**src/rtl/bus_arbiter.sv**
```systemverilog
// Shared memory bus arbiter and wait-state sequencer for NUM_MASTERS
// requesters (CPU, OAM DMA, HDMA, ...). Fixed-priority or round-robin.
// Ports:
//   clk, rst        clock, synchronous active-high reset
//   m_req/m_we      per-master request and direction (1 = write)
//   m_addr/m_wdata  per-master address / write data, packed by index
//   m_ack           one-hot one-cycle completion pulse
//   m_rdata         shared read data, valid while m_ack is high
//   rd_en/wr_en     bus strobes, only active in ACCESS
//   addr_out        bus address
//   data_out        bus write data
//   data_in         bus read data, sampled on the last ACCESS cycle
module bus_arbiter #(
   parameter int NUM_MASTERS = 2,
   parameter int ADDR_W      = 16,
   parameter int DATA_W      = 8,
   parameter int WAIT_STATES = 0,
   parameter int RR_MODE     = 0
) (
   input  logic                        clk,
   input  logic                        rst,
   input  logic [NUM_MASTERS-1:0]      m_req,
   input  logic [NUM_MASTERS-1:0]      m_we,
   input  logic [NUM_MASTERS*ADDR_W-1:0] m_addr,
   input  logic [NUM_MASTERS*DATA_W-1:0] m_wdata,
   output logic [NUM_MASTERS-1:0]      m_ack,
   output logic [DATA_W-1:0]           m_rdata,
   output logic                        rd_en,
   output logic                        wr_en,
   output logic [ADDR_W-1:0]           addr_out,
   output logic [DATA_W-1:0]           data_out,
   input  logic [DATA_W-1:0]           data_in
);

   localparam int IDX_W = $clog2(NUM_MASTERS);
   localparam logic [3:0] WS = 4'(WAIT_STATES);
   localparam logic [IDX_W-1:0] LAST_IDX = IDX_W'(NUM_MASTERS - 1);

   typedef enum logic [1:0] {IDLE, ACCESS, DONE} state_t;

   state_t              state_q, state_d;
   logic [IDX_W-1:0]    gnt_idx_q, gnt_idx_d;
   logic                gnt_we_q, gnt_we_d;
   logic [ADDR_W-1:0]   gnt_addr_q, gnt_addr_d;
   logic [DATA_W-1:0]   gnt_wdata_q, gnt_wdata_d;
   logic [3:0]          wait_cnt_q, wait_cnt_d;
   logic [IDX_W-1:0]    last_grant_q, last_grant_d;
   logic [DATA_W-1:0]   rdata_q, rdata_d;

   logic                lo_found, hi_found, win_found;
   logic [IDX_W-1:0]    lo_idx, hi_idx, win_idx;

   // lo_*: lowest requester overall. hi_*: lowest requester above
   // last_grant. Round-robin prefers hi_* and wraps to lo_*.
   always_comb begin
      lo_found = 1'b0;
      lo_idx   = '0;
      hi_found = 1'b0;
      hi_idx   = '0;
      for (int j = NUM_MASTERS - 1; j >= 0; j--) begin
         if (m_req[j]) begin
            lo_found = 1'b1;
            lo_idx   = IDX_W'(j);
            if (j > int'(last_grant_q)) begin
               hi_found = 1'b1;
               hi_idx   = IDX_W'(j);
            end
         end
      end
      win_found = lo_found;
      win_idx   = (RR_MODE != 0 && hi_found) ? hi_idx : lo_idx;
   end

   always_comb begin
      state_d      = state_q;
      gnt_idx_d    = gnt_idx_q;
      gnt_we_d     = gnt_we_q;
      gnt_addr_d   = gnt_addr_q;
      gnt_wdata_d  = gnt_wdata_q;
      wait_cnt_d   = wait_cnt_q;
      last_grant_d = last_grant_q;
      rdata_d      = rdata_q;
      unique case (state_q)
         IDLE: begin
            if (win_found) begin
               gnt_idx_d    = win_idx;
               last_grant_d = win_idx;
               wait_cnt_d   = WS;
               state_d      = ACCESS;
               for (int j = 0; j < NUM_MASTERS; j++) begin
                  if (IDX_W'(j) == win_idx) begin
                     gnt_we_d    = m_we[j];
                     gnt_addr_d  = m_addr[j*ADDR_W +: ADDR_W];
                     gnt_wdata_d = m_wdata[j*DATA_W +: DATA_W];
                  end
               end
            end
         end
         ACCESS: begin
            if (wait_cnt_q == 4'd0) begin
               if (!gnt_we_q) rdata_d = data_in;
               state_d = DONE;
            end else begin
               wait_cnt_d = wait_cnt_q - 4'd1;
            end
         end
         DONE: state_d = IDLE;
         default: state_d = IDLE;
      endcase
   end

   always_ff @(posedge clk) begin
      if (rst) begin
         state_q      <= IDLE;
         gnt_idx_q    <= '0;
         gnt_we_q     <= 1'b0;
         gnt_addr_q   <= '0;
         gnt_wdata_q  <= '0;
         wait_cnt_q   <= 4'd0;
         last_grant_q <= LAST_IDX;
         rdata_q      <= '0;
      end else begin
         state_q      <= state_d;
         gnt_idx_q    <= gnt_idx_d;
         gnt_we_q     <= gnt_we_d;
         gnt_addr_q   <= gnt_addr_d;
         gnt_wdata_q  <= gnt_wdata_d;
         wait_cnt_q   <= wait_cnt_d;
         last_grant_q <= last_grant_d;
         rdata_q      <= rdata_d;
      end
   end

   always_comb begin
      rd_en    = 1'b0;
      wr_en    = 1'b0;
      addr_out = '0;
      data_out = '0;
      m_ack    = '0;
      if (state_q == ACCESS) begin
         rd_en    = ~gnt_we_q;
         wr_en    = gnt_we_q;
         addr_out = gnt_addr_q;
         data_out = gnt_we_q ? gnt_wdata_q : '0;
      end
      if (state_q == DONE) m_ack = NUM_MASTERS'(1) << gnt_idx_q;
   end

   assign m_rdata = rdata_q;

endmodule
```
**config.mk**
```make
export PLATFORM = sky130hd
export DESIGN_NAME = bus_arbiter
export DESIGN_NICKNAME = d
export VERILOG_FILES = /design/src/rtl/bus_arbiter.sv
export SDC_FILE = /design/constraint.sdc
export NUM_CORES = 1
export LEC_CHECK = 0
export ABC_AREA = 1
export CORE_MARGIN = 2
export CORE_UTILIZATION = 44
export DETAILED_ROUTE_END_ITERATION = 8
export DONT_BUFFER_PORTS = 1
export MAX_ROUTING_LAYER = met4
export PLACE_DENSITY_LB_ADDON = 0.1
export SYNTH_ARGS = -nofsm -noshare
export SYNTH_HDL_FRONTEND = slang
export SYNTH_SLANG_ARGS = --single-unit
```
**constraint.sdc**
```tcl
create_clock -name clk -period 1.2 [get_ports clk]
set_input_delay 0.18 -clock clk [delete_from_list [all_inputs] [get_ports clk]]
set_output_delay 0.18 -clock clk [all_outputs]
set_load 0.02 [all_outputs]
```
---- After elaboration in Yosys (flattened, before gate mapping) ----
Index checks and enable logic that the tools add are counted.
cells by class
  $add $sub $neg .......................... 1
  mux-type cells .......................... 18
  shift-type cells ........................ 1
  equality and inequality tests ........... 5
  bitwise gates (word level) .............. 1
  reductions and logical operators ........ 7
operator list
  cell                 number
  $mux 16              2
  $mux 8               3
  $mux 4               2
  $pmux 4 s2           1
  $mux 1               6
  $mux 2               3
  $ne 2x2->1 const B   3
  $reduce_and 3->1     2
  $logic_not 4->1      1
  $pmux 2 s2           1
  $reduce_and 2->1     2
  $sub 4x1->4 const B  1
  $eq 2x1->1 const B   1
  $eq 2x2->1 const B   1
  $logic_not 2->1      1
  $reduce_bool 2->1    1
  $shl 1x1->2 const A  1
  $not 1->1            1
storage, ports and cells
  register bits ........................... 40
  bits of input ports ..................... 62
  word-level logic and storage cells ...... 40
  output and inout port bits .............. 36

---- Longest topological paths before layout ----
Gate-level depths: netlist of run 1.
  word-level depth ........................ 4
  mapped depth ............................ 9
  mapped depth without buffers ............ 9

---- Worst setup path before layout of run 1 ----
OpenSTA, ideal clock, no wires.
  path type ............................... register to output
  start point ............................. register state_q[0]
  end point ............................... output port data_out[0]
  arrival time ............................ 1.496 ns
  required time ........................... 1.020 ns
  buffers on the path ..................... 0
  cell stages (with the launch flop) ...... 7
  slack ................................... -0.476 ns
  cells stage by stage .................... dfxtp_1 inv_1 nor2_2 inv_2 nor2_1 inv_1 nor2_1
on the way
  word-level cells in the longest chain between the ends .. 2
RTL lines
  item                    RTL line  source
  start, declared         41        state_t state_q, state_d;
  start signal, assigned  123       state_q <= state_d;
  $eq 2x1->1              140       if (state_q == ACCESS) begin
  $mux 8                  140
  end, declared           31        output logic [DATA_W-1:0] data_out,
Every way passes these cells.

---- Worst setup path after layout of run 1 ----
  start point ............................. register state_q[1]
  end point ............................... output port data_out[3]
Same word-level chain as after synthesis.

==> results.json, run 1 <==
{
  "status": "complete, but fails checks",
  "violations": "negative setup slack",
  "wl_per_cell_um": 12.4,
  "synth_common_cells": "inv_1, nand2_1, dfxtp_1",
  "wirelength_um": 4380,
  "io_buffers": 0,
  "yosys_warnings": 0,
  "p_seq_share_pct": 37.5,
  "final-instance-count-excl-fill": 353,
  "rows": 24,
  "cts_tree": "built",
  "drv_slew": 0,
  "dp.cells": 340,
  "swShare_pct": 34.6,
  "synth-simple-area-share_pct": 21.7,
  "synth_xor_area_share_pct": 0.454,
  "yosysTopAreaCell": "dfxtp_1",
  "drive_above_1_share_pct": 31.6,
  "grt_pass1_wl_um": 7460,
  "combPwrFrac_pct": 35.7,
  "ant_nets": 0,
  "critPathLaunch": "state_q[1]",
  "yosysMostFrequentCell": "inv_1",
  "synth_top_family_by_area": "simple AND/OR/NAND/NOR gates",
  "worst_pin_slew_ps": 507,
  "clkLatencyLatePin_ps": 290,
  "finalPower_mw": 4.46,
  "min_period_ps": 1450,
  "reg2reg_depth": 7,
  "reg2reg_from": "state_q[0]",
  "chipWidth_um": 70.2,
  "ys_types": 23,
  "synth_compound_area_share_pct": 20.4,
  "syn_to_final_growth_pct": 38.6,
  "ys_seq_area_share_pct": 41.5,
  "layout.core_utilization_pct": 62.3,
  "holdPathStages": 2,
  "cp.arrival_ps": 1270,
  "p_per_area_nw_per_um2": 1670,
  "clockPowerShare_pct": 26.8,
  "clock.fmax_mhz": 688,
  "syn_area_per_cell_sq_um": 7.05,
  "min_to": "m_rdata[5]",
  "slew_headroom_pct": 66.1,
  "drv_cap": 0,
  "dp_hpwl_um": 3130,
  "grt_max_degree": 50,
  "synthArstFlopShare_pct": 0,
  "p_leak_nw": 1.09,
  "ys_top_cells_by_area": "dfxtp_1, inv_1, o211ai_1",
  "final_hold_viol_count": 0,
  "required_ps": 1020,
  "syn_inst": 274,
  "io-pin-count": 98,
  "viasPerCell": 5.01,
  "die_y_um": 70.2,
  "timing.rr.end": "gnt_we_q",
  "grt_pass1_vias": 1682,
  "reg2reg_setup_slack_ps": -50,
  "rsz0062_at_grt": "yes",
  "drt-pass1-iter-count": 4,
  "synth_edf_count": 0,
  "h-tree-depth": 2,
  "switchingPower_mw": 1.55,
  "core-area_sq_um": 4290,
  "cts_sinks": 40,
  "antenna_found_initial": 0,
  "overflow": 0,
  "antenna_cells": 0,
  "synth_fa_ha_area_share_pct": 1.30,
  "hold_class": "input pin to flop",
  "nets": 364,
  "synth-main-ff-cell": "dfxtp_1",
  "fin_worst_skew_ps": 4.37,
  "drtIter0Drc": 59,
  "p_int_mw": 2.92,
  "hold_ws_ps": 26.6,
  "grt_usage_pct": 19.5,
  "setup_ws_ps": -254,
  "ir_worst_vdd_v": 0.000884,
  "hold_start": "data_in[5]",
  "ys_ff_latch": 40,
  "min_period_over_period_pct": 121,
  "initial_utilization_pct": 45.0,
  "crit_type": "flop to output port",
  "vias": 1769,
  "cts_buffers": 5,
  "multi_input_area_sq_um": 1130,
  "postSynthNetCount": 338,
  "crit_path_end_kind": "output port",
  "yosysTopAreaCellShare_pct": 41.5,
  "synth_mux_area_share_pct": 0,
  "path_max_fanout": 8,
  "critPathLaunchType": "flop",
  "clk_pin_slew_ps": 80,
  "setup_viol": 51,
  "die-area_sq_um": 4930,
  "synth_area_sq_um": 1930,
  "seq_area_sq_um": 807,
  "drc_errors": 0,
  "routabilityCongestion": 0.822,
  "clockBufferDepth": 2,
  "nFillCells": 372,
  "cts_root_buf": "clkbuf_8"
}
[worst max-delay path by stage]
stage / endpoint / slack (ps) / depth (start not counted)
global route: addr_out[4] / -330 / 5
CTS: data_out[3] / -300 / 6
finish: data_out[3] / -250 / 5
detailed placement: m_rdata[3] / -8 / 7
floorplan: data_out[0] / -70 / 6
global placement: m_rdata[3] / -7 / 7
[critical path, stage by stage, from the launching register on]
cell,delay [ps]
dfxtp_2,350
nor2_4,150
inv_6,80
nor2_4,140
inv_6,100
nor2_4,160
[logic make-up (layout without fill, tap and decap cells)]
| family | Yosys count | after routing |
|---|---|---|
| xor gates and xnor gates | 1 | 1 |
| adders and majority gates | 2 | 2 |
| and+or+nand+nor | 97 | 97 |
| buffers and inverters | 70 | 97 |
| DFF | 40 | 40 |
| AOI/OAI and AO/OA | 64 | 64 |
[power by group through the flow]
stage / sequential, mW / combinational, mW / clock (mW)
6_report: 1.67 / 1.59 / 1.20
5_1_grt: 1.70 / 1.77 / 1.29
4_1_cts: 1.67 / 1.44 / 1.23
3_5_place_dp: 1.70 / 1.30 / 0
3_3_place_gp: 1.69 / 1.29 / 0
2_1_floorplan: 1.69 / 0.923 / 0
[layer usage]
metal	up-vias	wire length [um]	global-route usage [%]
met1	791	1940	23.3
met3	2	251	6.49
li1	923	-	-
met2	53	2170	31.2
met4	0	22	5.98
met5	-	0	-
[cells in the final DEF, fill, tap and decap left out, drive strengths merged, types with 2 or more instances in the layout]
| cell type | n |
|---|---|
| nor3 | 4 |
| o21ai | 27 |
| ha | 2 |
| a21oi | 12 |
| buf | 29 |
| nand3 | 11 |
| nor2 | 37 |
| dfxtp | 40 |
| o211ai | 25 |
| nand2 | 44 |
| inv | 59 |
| clkbuf | 7 |
[flip-flops by register name (all words and copies together), names as in the netlist]
signal	cells
gnt_wdata_q	8
gnt_we_q	1
gnt_addr_q	16
state_q	2
m_rdata	8
wait_cnt_q	4
gnt_idx_q	1
[stage by stage]
stage               setup WS [ps]  TNS, ps  instance area, sq um
floorplan                   -72.7     -443                  2100
global placement            -6.62    -10.5                  2340
detailed placement          -8.28    -22.8                  2340
CTS                          -303    -7050                  2550
global route                 -333   -10380                  2680
finish                       -254    -6030                  2680
[cell type report]
cell class / instances / area share [%]
timing repair buffer: 30 / 11.6
multi-input combinational: 164 / 42.4
tap: 52 / 2.43
clock buffer: 7 / 3.60
inverter: 59 / 8.65
clock inverter: 1 / 1.12
sequential: 40 / 30.2
[timing repair]
| item | in CTS | in global routing |
|---|---|---|
| endpoints found under the hold margin | 12 | 0 |
| resized for setup | 22 | 34 |
| hold buffers | 1 | 0 |
| endpoints found under the setup margin | 34 | 66 |
| setup buffers | 3 | 2 |
| pin swaps | 12 | 26 |
Note: power is estimated with default switching activity, not from simulation.
==> run 2, diff against run 1 <==
- CORE_ASPECT_RATIO: not set -> 1.5
- SLEW_MARGIN: not set -> 5
==> run 2 against run 1 <==
Net effect: the flow still finishes with violations (negative setup slack); die area grew 0.22%; worst setup slack lost 33 ps; final area grew 10%; clock power shrank 25%; register-to-register slack lost 170 ps; fmax shrank 2.2%; count of clock-buffer cells in the layout grew 1; non-clock buffer count grew 24; critical path depth is the same; sequential share of layout area shrank 2.8 points; critical path type unchanged; highest routed layer unchanged.
==> results.json, run 2 (synthesis gave the netlist of run 1 again) <==
{
  "status": "complete, but fails checks",
  "violations": "negative setup slack",
  "crit_path_end_kind": "output port",
  "io-pin-count": 98,
  "clkLatencyLatePin_ps": 290,
  "multi_input_area_sq_um": 1110,
  "setup_ws_ps": -288,
  "mostFrequentLayoutCell": "inv_1",
  "use_met1_pct": 23.4,
  "core-area_sq_um": 4210,
  "chipWidth_um": 58.1,
  "hold_class": "input pin to flop",
  "drv_slew": 0,
  "drive_above_1_share_pct": 34.2,
  "die_y_um": 85.1,
  "grt_pass1_vias": 1860,
  "final_hold_viol_count": 0,
  "grt_pass1_wl_um": 8290,
  "rsz0062_at_grt": "yes",
  "layout_common_cells": "inv_1, nand2_1, dfxtp_1",
  "slew_headroom_pct": 64.8,
  "worst_pin_slew_ps": 526,
  "crit_type": "flop to output port",
  "place_area_sq_um": 2370,
  "min_period_over_period_pct": 124,
  "dp_hpwl_um": 3350,
  "place_ws_ps": -23.8,
  "cts_buffers": 5,
  "drt-pass1-iter-count": 4,
  "p_leak_nw": 1.25,
  "seq_area_sq_um": 807,
  "p_per_area_nw_per_um2": 1600,
  "critPathSlowestCell": "dfxtp_4",
  "grt_usage_pct": 22.4,
  "cp.arrival_ps": 1310,
  "grt-busiest-layer": "met2",
  "crit_chain": "nor2_4, inv_6, nor2_4, inv_6, nor2_4",
  "final-instance-count-excl-fill": 371,
  "wirelength_um": 5340,
  "cts_root_buf": "clkbuf_8",
  "clockBufferDepth": 2,
  "antenna_cells": 0,
  "nFillCells": 330,
  "ir_worst_vdd_v": 0.00118,
  "setup_viol": 66,
  "rows": 29,
  "viasPerCell": 5.16,
  "required_ps": 1020,
  "syn_to_final_growth_pct": 52.9,
  "crit_top_cell": "nor2_4",
  "clock.fmax_mhz": 672,
  "cts_sinks": 40,
  "drv_cap": 0,
  "drc_errors": 0,
  "largest_register": "gnt_addr_q",
  "drtIter0Drc": 42,
  "vias": 1913,
  "antenna_found_initial": 0,
  "use_met2_pct": 40.1,
  "dp.cells": 338,
  "min_period_ps": 1490,
  "io_buffers": 0,
  "die-area_sq_um": 4940,
  "initial_utilization_pct": 45.9,
  "fin_worst_skew_ps": 5.45,
  "critPathLaunchType": "flop",
  "ant_nets": 0,
  "design_area_sq_um": 2950,
  "routabilityCongestion": 0.778,
  "overflow": 0,
  "cts_tree": "built",
  "finalPower_mw": 4.72,
  "clk_pin_slew_ps": 70,
  "largest_register_ffs": 16,
  "nets": 388,
  "h-tree-depth": 2,
  "slowest_delay_ps": 360,
  "path_max_fanout": 8,
  "layout.core_utilization_pct": 70.2,
  "grt_use_met3_pct": 5.49,
  "grt_max_degree": 46,
  "wl_per_cell_um": 14.4
}
run 2: cell types whose count changed in the layout (fill, tap and decap cells not counted), moves of 4 or more:
cell	delta
buf_12	+5
buf_4	+8
buf_6	+5
nand3_1	+4
nand3_2	-4
o21ai_0	-9
o21ai_1	+6
run 2: final timing paths:
check / to / from / slack (ps) / cells after the start
max: data_out[3] / state_q[1] / -290 / 5
min reg2reg: gnt_addr_q[0] / gnt_addr_q[0] / 460 / 2
min: m_rdata[5] / data_in[5] / 50 / 2
max reg2reg: gnt_addr_q[5] / state_q[1] / -220 / 8
run 2: repair_timing:
action / 4_1_cts / 5_1_grt
pin swaps: 11 / 11
gates cloned: 5 / 2
endpoints found under the hold margin: 12 / 0
setup buffers: 12 / 8
hold buffers: 1 / 0
resized for setup: 42 / 29
endpoints found under the setup margin: 52 / 68
run 2: cell type report:
| cell class | count | area share (%) |
|---|---|---|
| clock buffer | 8 | 3.05 |
| inverter | 59 | 7.84 |
| multi-input combinational | 164 | 37.7 |
| sequential | 40 | 27.3 |
| tap | 46 | 1.95 |
| timing repair buffer | 54 | 22.1 |
run 2: critical path, delay by kind of cell, from the launching register on:
kind	cells	cell delay [ps]
buf+inv	2	180
flops	1	360
simple gates	3	470
run 2: report_power, final:
group | internal (mW) | switching [mW]
logic | 1.03 | 1.11
registers | 1.54 | 0.131
clock network | 0.469 | 0.435
total | 3.04 | 1.68
run 2: layer usage:
| metal | wire [um] | up-vias |
|---|---|---|
| li1 | - | 978 |
| met2 | 2940 | 60 |
| met4 | 106 | 0 |
| met1 | 2010 | 867 |
| met3 | 283 | 8 |
| met5 | 0 | - |
run 2: per-stage QoR:
stage,setup TNS (ps),hold slack [ps]
floorplan,-443,249
global placement,0,247
detailed placement,-113,247
CTS,-11310,43.2
global route,-16100,40.0
finish,-12170,46.6
==> run 3, diff against run 2 <==
- ABC_AREA: 1 -> 0
- CORE_UTILIZATION: 44 -> 25
- CTS_CLUSTER_SIZE: not set -> 12
==> run 3 against run 2 <==
Net effect: the flow still finishes with violations (negative setup slack); largest cell class unchanged; sequential power shrank 7%; area after synthesis shrank 1.9%; first-iteration DRC count grew 24%; utilization shrank 30 points; synthesized cell count shrank 29%; clock power grew 19%; global-route usage shrank 8.6 points; critical endpoint is now data_out[6]; critical path depth shrank 1; combinational power shrank 64%; sequential share of layout area grew 0.33 points.
==> results.json, run 3 <==
{
  "status": "complete, but fails checks",
  "violations": "negative setup slack",
  "chipWidth_um": 75.1,
  "syn_to_final_growth_pct": 54.8,
  "viasPerCell": 5.03,
  "drive_above_1_share_pct": 62.3,
  "crit_type": "flop to output port",
  "crit_path_end_kind": "output port",
  "ant_nets": 0,
  "grt_pass1_vias": 1689,
  "synth-main-ff-cell": "dfxtp_1",
  "crit_end": "data_out[6]",
  "drv_slew": 0,
  "clkLatencyLatePin_ps": 290,
  "drtIter0Drc": 52,
  "antenna_cells": 0,
  "io-pin-count": 98,
  "reg2reg_setup_slack_ps": -260,
  "ys_seq_area_share_pct": 42.3,
  "wirelength_um": 5510,
  "use_met2_pct": 25.7,
  "min_period_over_period_pct": 125,
  "design_area_sq_um": 2930,
  "p_per_area_nw_per_um2": 1160,
  "timing.rr.end": "gnt_addr_q[5]",
  "slew_headroom_pct": 54.3,
  "setup_ws_ps": -295,
  "cp.arrival_ps": 1320,
  "worst_pin_slew_ps": 683,
  "ys_top_cells_by_area": "dfxtp_1, mux2i_1, o2bb2ai_1",
  "setup_viol": 67,
  "overflow": 0,
  "yosysTopAreaCellShare_pct": 42.3,
  "layout_common_cells": "dfxtp_1, mux2i_1, o2bb2ai_2",
  "largest_register_ffs": 16,
  "syn_area_per_cell_sq_um": 9.76,
  "io_buffers": 0,
  "synth_area_sq_um": 1890,
  "hold_ws_ps": 27.9,
  "cts_root_buf": "clkbuf_8",
  "required_ps": 1020,
  "rows": 38,
  "clockPowerShare_pct": 31.7,
  "yosysMostFrequentCell": "dfxtp_1",
  "syn_inst": 194,
  "antenna_found_initial": 0,
  "ys_types": 32,
  "hold_class": "input pin to flop",
  "postSynthNetCount": 258,
  "synthArstFlopShare_pct": 0,
  "drc_errors": 0,
  "reg2reg_depth": 5,
  "cts_sinks": 40,
  "clk_pin_slew_ps": 70,
  "nFillCells": 698,
  "use_met1_pct": 14.0,
  "dp_hpwl_um": 3590,
  "wl_per_cell_um": 17.0,
  "grt_pass1_wl_um": 8560,
  "place_area_sq_um": 2190,
  "ys_ff_latch": 40,
  "grt-busiest-layer": "met2",
  "min_period_ps": 1500,
  "finalPower_mw": 3.41,
  "synth_edf_count": 0,
  "drv_cap": 0,
  "yosysTopAreaCell": "dfxtp_1",
  "p_int_mw": 2.46,
  "swShare_pct": 28.0,
  "critPathLaunch": "state_q[1]",
  "grt_usage_pct": 13.9,
  "routabilityCongestion": 0.730,
  "combPwrFrac_pct": 22.7,
  "vias": 1626,
  "grt_use_met3_pct": 2.55,
  "fin_tns_setup_ps": -14490,
  "final_hold_viol_count": 0,
  "switchingPower_mw": 0.954,
  "cts_buffers": 5,
  "grt_max_degree": 26,
  "h-tree-depth": 2,
  "core-area_sq_um": 7270,
  "clock.fmax_mhz": 669,
  "path_max_fanout": 13,
  "mostFrequentLayoutCell": "dfxtp_1",
  "cts_tree": "built",
  "ir_worst_vdd_v": 0.000500,
  "fin_worst_skew_ps": 6.21,
  "die_y_um": 111,
  "rsz0062_at_grt": "yes",
  "p_leak_nw": 1.07,
  "clockBufferDepth": 2,
  "synth_common_cells": "dfxtp_1, mux2i_1, o2bb2ai_1",
  "reg2reg_from": "state_q[1]",
  "yosys_warnings": 0,
  "die-area_sq_um": 8300,
  "drt-pass1-iter-count": 2,
  "p_seq_share_pct": 45.6,
  "largest_register": "gnt_addr_q",
  "nets": 286,
  "initial_utilization_pct": 26.0,
  "critPathLaunchType": "flop"
}
run 3: cell types whose count changed in the layout (fill, tap and decap cells not counted), sizes merged, moves of 8 or more:
cell | before | now
buf | 51 | 34
o21ai | 27 | 10
nand2 | 44 | 0
o2bb2ai | 0 | 25
o211ai | 25 | 0
nor2 | 37 | 3
inv | 59 | 3
and2 | 0 | 17
mux2i | 0 | 25
and3 | 0 | 8
run 3: how the worst min path moves through the flow:
| stage | from | end | depth (start not counted) |
|---|---|---|---|
| 4_1_cts | data_in[1] | m_rdata[1] | 2 |
| 6_report | data_in[6] | m_rdata[6] | 2 |
| 5_1_grt | data_in[6] | m_rdata[6] | 2 |
| 3_5_place_dp | rst | wait_cnt_q[0] | 1 |
| 2_1_floorplan | m_req[0] | gnt_idx_q | 1 |
| 3_3_place_gp | rst | wait_cnt_q[1] | 1 |
run 3: final cells by class:
cell class | count | area, sq um | share of cell area, %
timing repair buffer | 36 | 445 | 15.2
clock inverter | 2 | 35.0 | 1.20
inverter | 4 | 20.0 | 0.683
clock buffer | 6 | 72.6 | 2.48
sequential | 40 | 811 | 27.7
tap | 100 | 125 | 4.27
multi-input combinational | 135 | 1420 | 48.5
run 3: worst max-delay path: stages (launching register included):
cell and delay, ps:
dfxtp_4 370, buf_6 120, nor2b_4 160, buf_12 150, and3_4 230
run 3: stage by stage:
| step | setup slack, ps | cells | util [%] |
|---|---|---|---|
| after CTS | -302 | 318 | 38.2 |
| after floorplan | -120 | 194 | - |
| after global placement | -144 | 297 | 30.1 |
| after detailed placement | -181 | 297 | 30.1 |
| final | -295 | 323 | 40.3 |
| after global routing | -339 | 323 | 40.3 |
run 3: per-layer routing:
| metal | vias to the layer above | wire [um] |
|---|---|---|
| li1 | 770 | - |
| met1 | 779 | 2020 |
| met2 | 68 | 3090 |
| met3 | 9 | 303 |
| met4 | 0 | 92 |
| met5 | - | 0 |
run 3: power groups by stage:
stage | Sequential (mW) | Clock (mW) | Combinational (mW)
finish | 1.55 | 1.08 | 0.776
global route | 1.57 | 1.18 | 0.831
floorplan | 1.54 | 0 | 0.363
detailed placement | 1.56 | 0 | 0.500
CTS | 1.55 | 1.12 | 0.739
global placement | 1.56 | 0 | 0.487
run 3: kinds of logic after synthesis:
| logic type | share of synthesized area [%] |
|---|---|
| AO/OA/AOI/OAI | 20.2 |
| AND/OR/NAND/NOR | 17.2 |
| flip-flops | 42.3 |
| multiplexers | 13.2 |
| buffers and inverters | 5.81 |
| adder cells (fa/ha/maj) | 1.32 |
run 3: timing repair:
item	in CTS	in global routing
pin swaps	27	19
hold buffers	2	0
gates resized for setup	82	28
buffers inserted	7	6
endpoints found under the hold margin	13	0
endpoints found under the setup margin	67	68
cloned	4	0
